<file path="src/rtl/uart_rx_ctrl.sv">
// UART receive controller: gates and reconfigures an attached receiver, buffers
// received characters in a show-ahead FIFO, and flags overflow and idle timeout.
module uart_rx_ctrl #(
    parameter int unsigned WIDTH = 8,
    parameter int unsigned DEPTH = 8
) (
    input  logic                       clk,
    input  logic                       rst,
    input  logic                       en,
    input  logic                       cfg_wr,
    input  logic [1:0]                 cfg_parity_in,
    input  logic [1:0]                 cfg_stop_bits_in,
    input  logic [15:0]                cfg_clk_div_in,
    input  logic [15:0]                cfg_timeout,
    input  logic                       uart_rx,
    input  logic [WIDTH-1:0]           rx_dout,
    input  logic                       rx_valid,
    input  logic                       parity_err,
    output logic                       rx_rst,
    output logic [1:0]                 cfg_parity,
    output logic [1:0]                 cfg_stop_bits,
    output logic [15:0]                cfg_clk_div,
    output logic [WIDTH-1:0]           m_data,
    output logic                       m_perr,
    output logic                       m_valid,
    input  logic                       m_ready,
    output logic [$clog2(DEPTH):0]     level,
    output logic                       overflow,
    input  logic                       ovf_clr,
    output logic                       cfg_pending,
    output logic                       timeout
);

    localparam int unsigned AW       = $clog2(DEPTH);
    localparam int unsigned LW       = AW + 1;
    localparam int unsigned EW       = WIDTH + 1;
    localparam logic [15:0] DIV_RST  = 16'd53;

    typedef enum logic [1:0] {
        S_OFF    = 2'd0,
        S_RUN    = 2'd1,
        S_RECONF = 2'd2
    } state_t;

    state_t           state;
    logic             rc_cnt;
    logic             sync1;
    logic             line_s;
    logic [1:0]       pend_parity;
    logic [1:0]       pend_stop;
    logic [15:0]      pend_div;
    logic [EW-1:0]    mem [DEPTH];
    logic [AW-1:0]    wr_ptr;
    logic [AW-1:0]    rd_ptr;
    logic [15:0]      idle_cnt;

    logic             full_c;
    logic             pop_c;
    logic             push_req_c;
    logic             push_c;
    logic             drop_c;
    logic             reconf_go_c;
    logic             idle_clr_c;
    logic [LW-1:0]    level_nxt_c;

    assign full_c      = (level == LW'(DEPTH));
    assign pop_c       = m_valid & m_ready;
    assign push_req_c  = rx_valid & (state == S_RUN);
    assign push_c      = push_req_c & (~full_c | pop_c);
    assign drop_c      = push_req_c & full_c & ~pop_c;
    assign reconf_go_c = en & cfg_pending &
                         ((state == S_OFF) | ((state == S_RUN) & line_s));
    assign idle_clr_c  = push_c | pop_c | (level == '0);

    // Show-ahead head of the FIFO
    assign m_data = mem[rd_ptr][WIDTH-1:0];
    assign m_perr = mem[rd_ptr][WIDTH];

    always_comb begin
        level_nxt_c = level;
        if (push_c && !pop_c)
            level_nxt_c = level + LW'(1);
        else if (pop_c && !push_c)
            level_nxt_c = level - LW'(1);
    end

    // Line idle detector; the line idles high, so the synchronizer resets to 1
    always_ff @(posedge clk or posedge rst) begin
        if (rst) begin
            sync1  <= 1'b1;
            line_s <= 1'b1;
        end else begin
            sync1  <= uart_rx;
            line_s <= sync1;
        end
    end

    // Receiver gating FSM; en low overrides every other transition
    always_ff @(posedge clk or posedge rst) begin
        if (rst) begin
            state  <= S_OFF;
            rx_rst <= 1'b1;
            rc_cnt <= 1'b0;
        end else if (!en) begin
            state  <= S_OFF;
            rx_rst <= 1'b1;
            rc_cnt <= 1'b0;
        end else begin
            case (state)
                S_OFF, S_RUN: begin
                    if (reconf_go_c) begin
                        state  <= S_RECONF;
                        rx_rst <= 1'b1;
                        rc_cnt <= 1'b0;
                    end else if (state == S_OFF) begin
                        state  <= S_RUN;
                        rx_rst <= 1'b0;
                    end
                end
                S_RECONF: begin
                    if (rc_cnt) begin
                        state  <= S_RUN;
                        rx_rst <= 1'b0;
                        rc_cnt <= 1'b0;
                    end else begin
                        rc_cnt <= 1'b1;
                    end
                end
                default: begin
                    state  <= S_OFF;
                    rx_rst <= 1'b1;
                    rc_cnt <= 1'b0;
                end
            endcase
        end
    end

    // Pending configuration; a write coinciding with application stays pending
    always_ff @(posedge clk or posedge rst) begin
        if (rst) begin
            pend_parity <= 2'd0;
            pend_stop   <= 2'd0;
            pend_div    <= DIV_RST;
            cfg_pending <= 1'b0;
        end else if (cfg_wr) begin
            pend_parity <= cfg_parity_in;
            pend_stop   <= cfg_stop_bits_in;
            pend_div    <= cfg_clk_div_in;
            cfg_pending <= 1'b1;
        end else if (reconf_go_c) begin
            cfg_pending <= 1'b0;
        end
    end

    always_ff @(posedge clk or posedge rst) begin
        if (rst) begin
            cfg_parity    <= 2'd0;
            cfg_stop_bits <= 2'd0;
            cfg_clk_div   <= DIV_RST;
        end else if (reconf_go_c) begin
            cfg_parity    <= pend_parity;
            cfg_stop_bits <= pend_stop;
            cfg_clk_div   <= pend_div;
        end
    end

    always_ff @(posedge clk) begin
        if (push_c)
            mem[wr_ptr] <= {parity_err, rx_dout};
    end

    always_ff @(posedge clk or posedge rst) begin
        if (rst) begin
            wr_ptr   <= '0;
            rd_ptr   <= '0;
            level    <= '0;
            m_valid  <= 1'b0;
            overflow <= 1'b0;
        end else begin
            if (push_c)
                wr_ptr <= wr_ptr + AW'(1);
            if (pop_c)
                rd_ptr <= rd_ptr + AW'(1);
            level   <= level_nxt_c;
            m_valid <= (level_nxt_c != '0);
            if (drop_c)
                overflow <= 1'b1;
            else if (ovf_clr)
                overflow <= 1'b0;
        end
    end

    // Idle counter saturates at cfg_timeout so each idle period pulses once
    always_ff @(posedge clk or posedge rst) begin
        if (rst) begin
            idle_cnt <= 16'd0;
            timeout  <= 1'b0;
        end else begin
            timeout <= 1'b0;
            if (idle_clr_c) begin
                idle_cnt <= 16'd0;
            end else if (idle_cnt < cfg_timeout) begin
                idle_cnt <= idle_cnt + 16'd1;
                timeout  <= ((idle_cnt + 16'd1) == cfg_timeout);
            end
        end
    end

endmodule

</file>
<file path="config.mk">
export PLATFORM = sky130hd
export DESIGN_NAME = uart_rx_ctrl
export DESIGN_NICKNAME = d
export VERILOG_FILES = /design/src/rtl/uart_rx_ctrl.sv
export SDC_FILE = /design/constraint.sdc
export NUM_CORES = 1
export LEC_CHECK = 0
export CELL_PAD_IN_SITES_DETAIL_PLACEMENT = 0
export CELL_PAD_IN_SITES_GLOBAL_PLACEMENT = 1
export CORE_UTILIZATION = 40
export CTS_CLUSTER_SIZE = 25
export DETAILED_ROUTE_END_ITERATION = 16
export PLACE_DENSITY = 0.74
export SETUP_SLACK_MARGIN = 0.4
export SLEW_MARGIN = 10
export SYNTH_ARGS = -nofsm -noshare
export SYNTH_HDL_FRONTEND = slang
export SYNTH_SLANG_ARGS = --single-unit
export TNS_END_PERCENT = 10
</file>
<file path="constraint.sdc">
create_clock -name clk -period 4.3 [get_ports clk]
set_input_delay 1.29 -clock clk [delete_from_list [all_inputs] [get_ports clk]]
set_output_delay 1.29 -clock clk [all_outputs]
set_load 0.01 [all_outputs]
</file>
* After elaboration in Yosys (flattened, before gate mapping)
Memories as Yosys holds them, arrays and structs flattened. Cells that the tools add are included.
Storage, ports and cells: register bits after elaboration 76, bits in latches 0, bits in writable memories 72, ROM bits 0, bits of input ports 53, word-level logic and storage cells 84, memories 1
Cells by class: add/sub/neg operators 5, multipliers 0, div/mod/pow operators 0, magnitude comparators 1, equal/unequal tests 7, shift operators 0, muxes and demuxes 25, bitwise gates (word level) 14, reduce and logical (&&, ||, !) cells 12
Memories:
- mem | words 8, width 9, rd ports 1, clocked after Yosys merged registers in 0, wr ports 1, line 52 | logic [EW-1:0] mem [DEPTH];
Operators by type and width (number):
- 16-bit two-way mux | 2
- 16-bit by 1-bit adder with 16-bit output, second input constant | 1
- 16-bit equality test | 1
- 16-bit less-than comparator | 1
- 1-bit two-way mux | 14
- 1-bit bitwise AND | 8
- 2-bit two-way mux | 4
- 4-bit two-way mux | 2
- 3-bit by 1-bit adder with 3-bit output, second input constant | 2
- 3-bit inequality test, second input constant | 2
- 2-bit nonzero test | 3
- 4-bit by 1-bit adder with 4-bit output, second input constant | 1
- 4-bit equality test, second input constant | 1
- 4-bit logical NOT | 1
- 4-bit inequality test, second input constant | 1
- 1-bit bitwise OR | 4
- 1-bit case mux with 2 select lines | 2
- 2-bit case mux with 2 select lines | 1
- 4-bit nonzero test | 1
- 4-bit by 1-bit subtractor with 4-bit output, second input constant | 1
- 2-bit by 1-bit equality test with 1-bit output, second input constant | 1
- 2-bit equality test, second input constant | 1
- 1-bit logical AND | 2
- 1-bit logical NOT | 2
- 4 further kinds | 5

* Logic depth before layout (Yosys ltp)
Gate-level depths: netlist (run 1).
depth after elaboration 9, mapped depth 9, mapped depth without buffers 8

* Worst setup path after synthesis (run 1)
OpenSTA, ideal clock, no wires.
kind input-to-reg, from in m_ready, to mem mem[0][0] in the netlist's numbering (enable), arrival time 2.648 ns, required time 3.901 ns, setup slack 1.253 ns, stages 4, cell sequence nand2_1 a21o_1 buf_6 nor4_1
Between the ends: word-level cells in the longest chain between the ends 5
RTL lines:
- start: declaration | line 26 | input logic m_ready,
- 1-bit bitwise AND | line 67 | assign pop_c = m_valid & m_ready;
- 1-bit bitwise OR | line 69 | assign push_c = push_req_c & (~full_c | pop_c);
- 1-bit bitwise AND | line 69
- 1-bit two-way mux | line 168 | if (push_c)
- 1-bit two-way mux (implied by the code) | line 169 | mem[wr_ptr] <= {parity_err, rx_dout};
- end: declaration | line 52
No other way between the ends.

* Worst setup path after layout (run 1)
from reg rd_ptr[0], to out m_perr
Between the ends: word-level cells in the longest chain between the ends 1
RTL lines:
- start: declaration | line 54 | logic [AW-1:0] rd_ptr;
- start signal: assignment | line 183 | rd_ptr <= rd_ptr + AW'(1);
- memory 8 x 9 bit
- end: declaration | line 24 | output logic m_perr,
No other way between the ends.

==> results.sh, run 1 <==
export IMPL_diodes=0
export IMPL_critPathKind="flop to output port"
export IMPL_path_max_fanout=18
export IMPL_numCtsBuffers=17
export IMPL_p_switching_mw=1.35
export IMPL_reg2reg_from="idle_cnt[9]"
export IMPL_ir_drop_mv=0.367
export IMPL_avgRoutedWirePerCell_um=17.3
export IMPL_yosysTopAreaCell="edfxtp_1"
export IMPL_end_kind="output port"
export IMPL_power_leakage_nw=3.36
export IMPL_final_setup_worst_slack_ns=0.591
export IMPL_outcome="complete, no violations"
export IMPL_async_reset_ff_frac=0.514
export IMPL_synthCells=492
export IMPL_fin_area_um2=8710
export IMPL_antenna_found_initial=0
export IMPL_synthAdderAreaFrac=0.0381
export IMPL_clk_pin_slew_worst_paths_ns=0.05
export IMPL_synth_top_family_by_area="multiplexers"
export IMPL_htreeDepth=4
export IMPL_netlist_area_um2=6900
export IMPL_clockBufferDepth=2
export IMPL_p_int_mw=3.56
export IMPL_cts_tree="done"
export IMPL_max_slew_margin=0.336
export IMPL_grt_pass1_vias=4514
export IMPL_yosys_register_bits=148
export IMPL_synth_xor_area_frac=0.0482
export IMPL_fin_tns_setup_ns=0
export IMPL_min_path_type="flop to flop"
export IMPL_drive_gt1_frac=0.224
export IMPL_holdCritStartpoint="sync1"
export IMPL_gp_congestion=0.816
export IMPL_regArea_um2=4080
export IMPL_drt_iter0_drc=196
export IMPL_num_nets_final=669
export IMPL_hpwlAfterDp_mm=10.0
export IMPL_port_buffers=90
export IMPL_clock_latency_ns=0.41
export IMPL_area_growth_pct=26.1
export IMPL_vias=4300
export IMPL_via_per_inst=5.19
export IMPL_synthMuxAreaShare=0.140
export IMPL_clockRootBuffer="clkbuf_16"
export IMPL_firstDrtPassIters=4
export IMPL_synth_ff_type="edfxtp_1"
export IMPL_pwr_share_clk=0.316
export IMPL_cp_required_ns=3.01
export IMPL_grt_start_max_net_pins=28
export IMPL_grt_pass1_wl_mm=23.4
export IMPL_crit_path_start_kind="flop"
export IMPL_min_period_ns=3.71
export IMPL_synth_simple_area_share=0.102
export IMPL_grt_total_usage=0.172
export IMPL_postRouteAntennaNets=0
export IMPL_synth_edff_count=72
export IMPL_route_detailed_drc=0
export IMPL_syn_nets=566
export IMPL_startpoint="rd_ptr[0]"
export IMPL_fill_cells=1437
export IMPL_power_density_nw_per_um2=564
export IMPL_placed_cell_area_um2=8070
export IMPL_coreArea_um2=16700
export IMPL_switching_share=0.274
export IMPL_synth_compound_area_frac=0.0498
export IMPL_cts_sinks=148
export IMPL_crit_arrival_ns=2.42
export IMPL_fmax_ghz=0.270
export IMPL_gr_total_overflow=0
export IMPL_syn_area_per_cell_um2=14.0
export IMPL_p_seq_frac=0.391
export IMPL_report_final_slew_viol_count=0
export IMPL_yosysWarnings=0
export IMPL_final_hold_viol_count=0
export IMPL_rsz0062_at_grt="false"
export IMPL_fin_skew_ns=0.00918
export IMPL_pre_cts_ws_ns=0.422
export IMPL_die_w_um=133
export IMPL_start_util=0.413
export IMPL_die_y_um=133
export IMPL_die_area_um2=17800
export IMPL_ctsHoldBuffers=0
export IMPL_utilization=0.521
export IMPL_timing_final_crit_share=0.863
export IMPL_max_cap_violations=0
export IMPL_ios=91
export IMPL_yosys_area_top_type_share=0.313
export IMPL_synth_area_leaders="edfxtp_1 (31%), dfrtp_1 (24%), mux2_2 (8.0%), mux4_2 (5.9%), dfstp_2 (4.2%)"
export IMPL_wl_mm=14.3
export IMPL_multi_input_comb_area_um2=2610
export IMPL_setup_viol=0
export IMPL_ys_types=61
export IMPL_worstMarginPinSlew_ns=0.993
export IMPL_rows=47
export IMPL_p_comb_frac=0.293
export IMPL_synth_seq_area_share=0.591
[final timing paths]
| kind | to | slack, ns | cells after the start |
|---|---|---|---|
| worst max register to register | idle_cnt[15] | 1.66 | 7 |
| worst min-delay path | line_s | 0.36 | 0 |
| max in group asynchronous | rx_rst | 2.35 | 3 |
| worst min register to register | line_s | 0.36 | 0 |
| worst max-delay path | m_perr | 0.59 | 4 |
| min in group asynchronous | cfg_clk_div[8] | 1.20 | 2 |
[synth_stat cells (8+ instances only)]
master and n:
mux4_2 18, xnor2_1 24, clkbuf_1 8, nor2_1 24, a21oi_1 11, inv_1 25, o21ai_0 10, ha_1 21
dfstp_2 11, nand2_1 26, edfxtp_1 72, xor2_1 14, nand3_1 15, mux2_2 49, dfrtp_1 65
[flip-flops by register name (all words and copies together) (netlist names), 2 cells and up]
signal,flops
mem,72
cfg_clk_div,16
idle_cnt,16
pend_div,16
level,4
rd_ptr,3
wr_ptr,3
cfg_parity,2
cfg_stop_bits,2
pend_parity,2
pend_stop,2
state,2
[layout by cell type (no fill, tap or decap), types with 4 or more instances in the layout]
cell	instances
nor4_1	4
nor3_1	6
o211ai_1	4
clkbuf_1	4
buf_4	13
clkbuf_8	4
xor2_1	14
nor2b_1	4
a211oi_1	4
nand3_1	15
clkdlybuf4s50_1	90
ha_1	21
nor2_1	24
mux4_2	18
and2_1	5
inv_1	24
dfstp_2	11
nand2b_1	4
dfrtp_1	65
nand2_1	26
edfxtp_1	72
clkbuf_16	18
xnor2_1	24
a21oi_1	11
mux2_2	49
o21ai_0	10
nand4_1	6
[critical path, stage by stage, from the launching register on]
cell and delay, ns:
dfrtp_1 0.41, buf_6 0.29, mux4_2 0.54, mux2_2 0.29
clkdlybuf4s50_1 0.48
[routing by layer]
layer / global-route usage / vias up / wire length (um)
met1: 0.211 / 2146 / 6100
met4: 0.0499 / 0 / 177
met3: 0.0537 / 20 / 1040
met5: 0 / - / 0
li1: - / 2021 / -
met2: 0.290 / 113 / 6980
[kinds of logic after synthesis]
family / after synthesis
flip-flops: 148
AND/OR/NAND/NOR: 122
multiplexers: 68
AO/OA/AOI/OAI: 50
buffers and inverters: 45
XOR/XNOR: 38
adder cells (fa/ha/maj): 21
[stage by stage]
step	instances	power, mW	hold WS, ns
floorplan	492	2.74	0.345
global placement	796	3.35	0.347
detailed placement	796	3.39	0.352
CTS	828	4.96	0.360
global route	828	5.17	0.362
finish	828	4.91	0.357
[power groups by stage]
stage	logic [mW]	registers, mW	clock network, mW
3_3_place_gp	1.43	1.92	0
4_1_cts	1.46	1.92	1.58
5_1_grt	1.56	1.95	1.65
3_5_place_dp	1.45	1.94	0
2_1_floorplan	0.798	1.94	0
6_report	1.44	1.92	1.55
[cell type report]
cell class	instances	area share
Inverter	25	0.0109
Sequential cell	148	0.468
Tap cell	220	0.0316
Multi-Input combinational cell	299	0.300
Timing Repair Buffer	104	0.116
Clock inverter	6	0.0132
Clock buffer	26	0.0598
[what timing repair did]
| item | in CTS | in global routing |
|---|---|---|
| setup endpoints to repair | 0 | 2 |
| buffers inserted | 0 | 0 |
| endpoints found under the hold margin | 0 | 0 |
| resized for setup | 0 | 1 |
No activity file was read; power rests on OpenSTA's default activity.
==> inputs of run 2 (changes only) <==
- clock period: 4.3 -> 4.6 ns (I/O delays scaled with it)
==> results.sh, run 2 (synthesized netlist as in run 1, its figures left out) <==
export IMPL_outcome="complete, no violations"
export IMPL_clk_pin_slew_worst_paths_ns=0.06
export IMPL_hpwlAfterDp_mm=9.86
export IMPL_critPathKind="flop to output port"
export IMPL_die_w_um=133
export IMPL_clock_latency_ns=0.41
export IMPL_regArea_um2=4080
export IMPL_avgRoutedWirePerCell_um=17.2
export IMPL_largest_reg_flops=72
export IMPL_htreeDepth=4
export IMPL_p_seq_frac=0.412
export IMPL_grt_start_max_net_pins=66
export IMPL_power_density_nw_per_um2=514
export IMPL_fin_cells=828
export IMPL_p_switching_mw=1.25
export IMPL_worstMarginPinSlew_ns=0.959
export IMPL_num_nets_final=669
export IMPL_post_cts_buffers=0
export IMPL_final_hold_viol_count=0
export IMPL_dp_cells=796
export IMPL_gp_congestion=0.824
export IMPL_setup_viol=0
export IMPL_timing_final_crit_share=0.861
export IMPL_fin_area_um2=8630
export IMPL_cp_required_ns=3.22
export IMPL_max_cap_violations=0
export IMPL_drive_gt1_frac=0.219
export IMPL_diodes=0
export IMPL_top_register="mem"
export IMPL_crit_arrival_ns=2.58
export IMPL_power_leakage_nw=3.33
export IMPL_placed_cell_area_um2=8080
export IMPL_min_path_type="flop to flop"
export IMPL_switching_share=0.282
export IMPL_utilization=0.517
export IMPL_pwr_share_clk=0.291
export IMPL_cts_sinks=148
export IMPL_finalPower_mw=4.44
export IMPL_final_common_cell="clkdlybuf4s50_1"
export IMPL_drt_iter0_drc=162
export IMPL_cts_tree="done"
export IMPL_report_final_slew_viol_count=0
export IMPL_p_int_mw=3.18
export IMPL_clockBufferDepth=2
export IMPL_coreArea_um2=16700
export IMPL_die_y_um=133
export IMPL_max_slew_margin=0.359
export IMPL_fin_skew_ns=0.00486
export IMPL_end_kind="output port"
export IMPL_ios=91
export IMPL_gr_total_overflow=0
export IMPL_fill_cells=1430
export IMPL_crit_path_start_kind="flop"
export IMPL_ir_drop_mv=0.338
export IMPL_die_area_um2=17800
export IMPL_antenna_found_initial=0
export IMPL_rsz0062_at_grt="false"
export IMPL_via_per_inst=5.17
export IMPL_ctsHoldBuffers=0
export IMPL_route_detailed_drc=0
export IMPL_p_comb_frac=0.297
export IMPL_grt_total_usage=0.173
export IMPL_grt_pass1_wl_mm=23.4
export IMPL_vias=4282
export IMPL_grt_pass1_vias=4529
export IMPL_clockRootBuffer="clkbuf_16"
export IMPL_firstDrtPassIters=5
export IMPL_path_max_fanout=20
export IMPL_post_cts_resized=0
export IMPL_multi_input_comb_area_um2=2610
export IMPL_port_buffers=90
export IMPL_final_cell_mix="clkdlybuf4s50_1 (90), edfxtp_1 (72), dfrtp_1 (65)"
export IMPL_min_period_ns=3.96
export IMPL_rows=47
export IMPL_area_growth_pct=25.1
export IMPL_postRouteAntennaNets=0
export IMPL_wl_mm=14.2
export IMPL_numCtsBuffers=17
export IMPL_fmax_ghz=0.252
export IMPL_fin_tns_setup_ns=0
export IMPL_start_util=0.413
[run 2: area by class of cell]
| class | count | area share |
|---|---|---|
| clock buffer | 21 | 0.0510 |
| timing repair buffer | 104 | 0.118 |
| tap | 220 | 0.0319 |
| multi-input combinational | 299 | 0.303 |
| clock inverter | 11 | 0.0129 |
| sequential | 148 | 0.472 |
| inverter | 25 | 0.0112 |
[run 2: critical path: stages, from the launching register on]
cell	delay, ns
dfrtp_1	0.97
mux4_2	0.42
mux2_2	0.30
clkdlybuf4s50_1	0.48
[run 2: path summary, 6_finish.rpt]
check	from	to	slack, ns	depth (start not counted)
setup / recovery	rd_ptr[1]	m_data[5]	0.64	3
hold reg to reg	sync1	line_s	0.36	0
min in group asynchronous	rst	idle_cnt[6]	1.47	2
hold / removal	sync1	line_s	0.36	0
max in group asynchronous	rst	wr_ptr[2]	2.50	3
setup reg to reg	idle_cnt[4]	idle_cnt[15]	1.99	7
[run 2: power by group through the flow]
| stage | Clock (mW) | Combinational [mW] | Sequential [mW] |
|---|---|---|---|
| after global placement | 0 | 1.31 | 1.84 |
| after global routing | 1.39 | 1.43 | 1.86 |
| after detailed placement | 0 | 1.33 | 1.85 |
| after floorplan | 0 | 0.746 | 1.81 |
| final | 1.29 | 1.32 | 1.83 |
| after CTS | 1.33 | 1.34 | 1.83 |
[run 2: layer usage]
metal,vias up,track usage,share of wire
met5,-,0,0
met4,0,0.0473,0.010
met3,17,0.0658,0.073
met2,115,0.279,0.48
met1,2134,0.218,0.44
li1,2016,-,-
[run 2: stage by stage]
stage          hold slack [ns]  setup slack [ns]
6_report                 0.357             0.637
5_1_grt                  0.368             0.541
2_1_floorplan            0.345              1.30
4_1_cts                  0.362             0.602
3_5_place_dp             0.352             0.561
3_3_place_gp             0.348             0.670
==> inputs of run 3 (changes only) <==
- MAX_ROUTING_LAYER: default -> met4
- clock period: 4.6 -> 4.8 ns (I/O delays scaled with it)
==> results.sh, run 3 (synthesized netlist as in run 1, its figures left out) <==
export IMPL_outcome="complete, no violations"
export IMPL_report_final_slew_viol_count=0
export IMPL_max_slew_margin=0.345
export IMPL_vias=4250
export IMPL_cp_required_ns=3.36
export IMPL_gp_congestion=0.831
export IMPL_reg2reg_from="idle_cnt[4]"
export IMPL_ir_drop_mv=0.303
export IMPL_final_common_cell="clkdlybuf4s50_1"
export IMPL_power_density_nw_per_um2=506
export IMPL_top_register="mem"
export IMPL_wl_met1_mm=6.42
export IMPL_clk_pin_slew_worst_paths_ns=0.06
export IMPL_min_path_type="flop to flop"
export IMPL_end_kind="output port"
export IMPL_numCtsBuffers=17
export IMPL_clockBufferDepth=2
export IMPL_ctsHoldBuffers=0
export IMPL_post_cts_buffers=0
export IMPL_die_w_um=133
export IMPL_reg2reg_depth=7
export IMPL_grt_pass1_wl_mm=23.1
export IMPL_clock_latency_ns=0.41
export IMPL_p_seq_frac=0.401
export IMPL_hpwlAfterDp_mm=9.66
export IMPL_crit_arrival_ns=2.67
export IMPL_drive_gt1_frac=0.226
export IMPL_path_max_fanout=12
export IMPL_critPathKind="flop to output port"
export IMPL_die_y_um=133
export IMPL_via_per_inst=5.15
export IMPL_final_hold_viol_count=0
export IMPL_fin_tns_setup_ns=0
export IMPL_diodes=0
export IMPL_crit_path_start_kind="flop"
export IMPL_antenna_found_initial=0
export IMPL_power_leakage_nw=3.36
export IMPL_grt_pass1_vias=4487
export IMPL_htreeDepth=4
export IMPL_r2r_end="idle_cnt[10]"
export IMPL_switching_share=0.281
export IMPL_coreArea_um2=16700
export IMPL_post_cts_resized=0
export IMPL_grt_total_usage=0.174
export IMPL_wl_met2_mm=6.56
export IMPL_max_cap_violations=0
export IMPL_rrSetupSlack_ns=2.10
export IMPL_area_growth_pct=26.0
export IMPL_avgRoutedWirePerCell_um=17.0
export IMPL_start_util=0.413
export IMPL_cts_sinks=148
export IMPL_rsz0062_at_grt="false"
export IMPL_num_nets_final=667
export IMPL_p_int_mw=3.16
export IMPL_endpoint="m_data[2]"
export IMPL_maxUsedRoutingLayer="met4"
export IMPL_grt_start_max_net_pins=47
export IMPL_holdCritStartpoint="sync1"
export IMPL_drt_iter0_drc=269
export IMPL_startpoint="rd_ptr[0]"
export IMPL_ios=91
export IMPL_cts_tree="done"
export IMPL_fmax_ghz=0.243
export IMPL_setup_viol=0
export IMPL_gr_total_overflow=0
export IMPL_p_switching_mw=1.24
export IMPL_clockRootBuffer="clkbuf_16"
export IMPL_p_comb_frac=0.282
export IMPL_die_area_um2=17800
export IMPL_whs_ns=0.358
export IMPL_pwr_share_clk=0.318
export IMPL_timing_final_crit_share=0.857
export IMPL_route_detailed_drc=0
export IMPL_fin_skew_ns=0.0109
export IMPL_rows=47
export IMPL_largest_reg_flops=72
export IMPL_firstDrtPassIters=4
export IMPL_worstMarginPinSlew_ns=0.980
export IMPL_wl_mm=14.1
export IMPL_min_period_ns=4.11
export IMPL_met3_length_um=880
export IMPL_postRouteAntennaNets=0
export IMPL_final_cell_mix="clkdlybuf4s50_1 (90), edfxtp_1 (72), dfrtp_1 (65)"
export IMPL_port_buffers=90
## run 3: changes by cell type in the layout (fill, tap and decap cells not counted), moves of 2 or more
cell	change
clkbuf_1	-4
clkinv_4	+4
buf_4	-2
bufinv_16	+2
clkinv_1	-2
inv_6	+2
## run 3: critical path, cell delays in order, from the launching register on
cell and delay (ns):
dfrtp_1 0.73, buf_12 0.24, mux4_2 0.51, mux2_2 0.29, clkdlybuf4s50_1 0.48
## run 3: worst min path at each step
stage	end	slack, ns	depth (start not counted)
CTS	line_s	0.36	0
detailed placement	line_s	0.35	0
floorplan	line_s	0.35	0
global route	line_s	0.36	0
finish	line_s	0.36	0
global placement	line_s	0.35	0
## run 3: power by group through the flow
stage               sequential, mW  combinational [mW]  clock (mW)
global placement              1.78                1.24           0
finish                        1.76                1.24        1.40
CTS                           1.77                1.26        1.43
global route                  1.80                1.35        1.48
detailed placement            1.79                1.25           0
floorplan                     1.74               0.715           0
## run 3: cell type report
cell class	count	area (um^2)
Sequential cell	148	4080
Fill cell	1427	8010
Tap cell	220	275
Inverter	25	95.1
Clock buffer	17	425
Multi-Input combinational cell	299	2610
Timing Repair Buffer	102	1000
Clock inverter	15	204
## run 3: stage by stage
stage	utilization	cells	cell area, um^2	power (mW)	setup WS (ns)
after floorplan	-	492	6900	2.45	1.44
after global placement	0.483	794	8070	3.01	0.666
after detailed placement	0.483	794	8070	3.04	0.621
after CTS	0.521	826	8690	4.45	0.620
after global routing	0.521	826	8690	4.62	0.535
final	0.521	826	8690	4.40	0.686
## run 3: routing by layer
layer | vias up | global-route usage
met2 | 117 | 0.265
met4 | 0 | 0.0581
met1 | 2093 | 0.226
li1 | 2020 | -
met5 | - | -
met3 | 20 | 0.0472
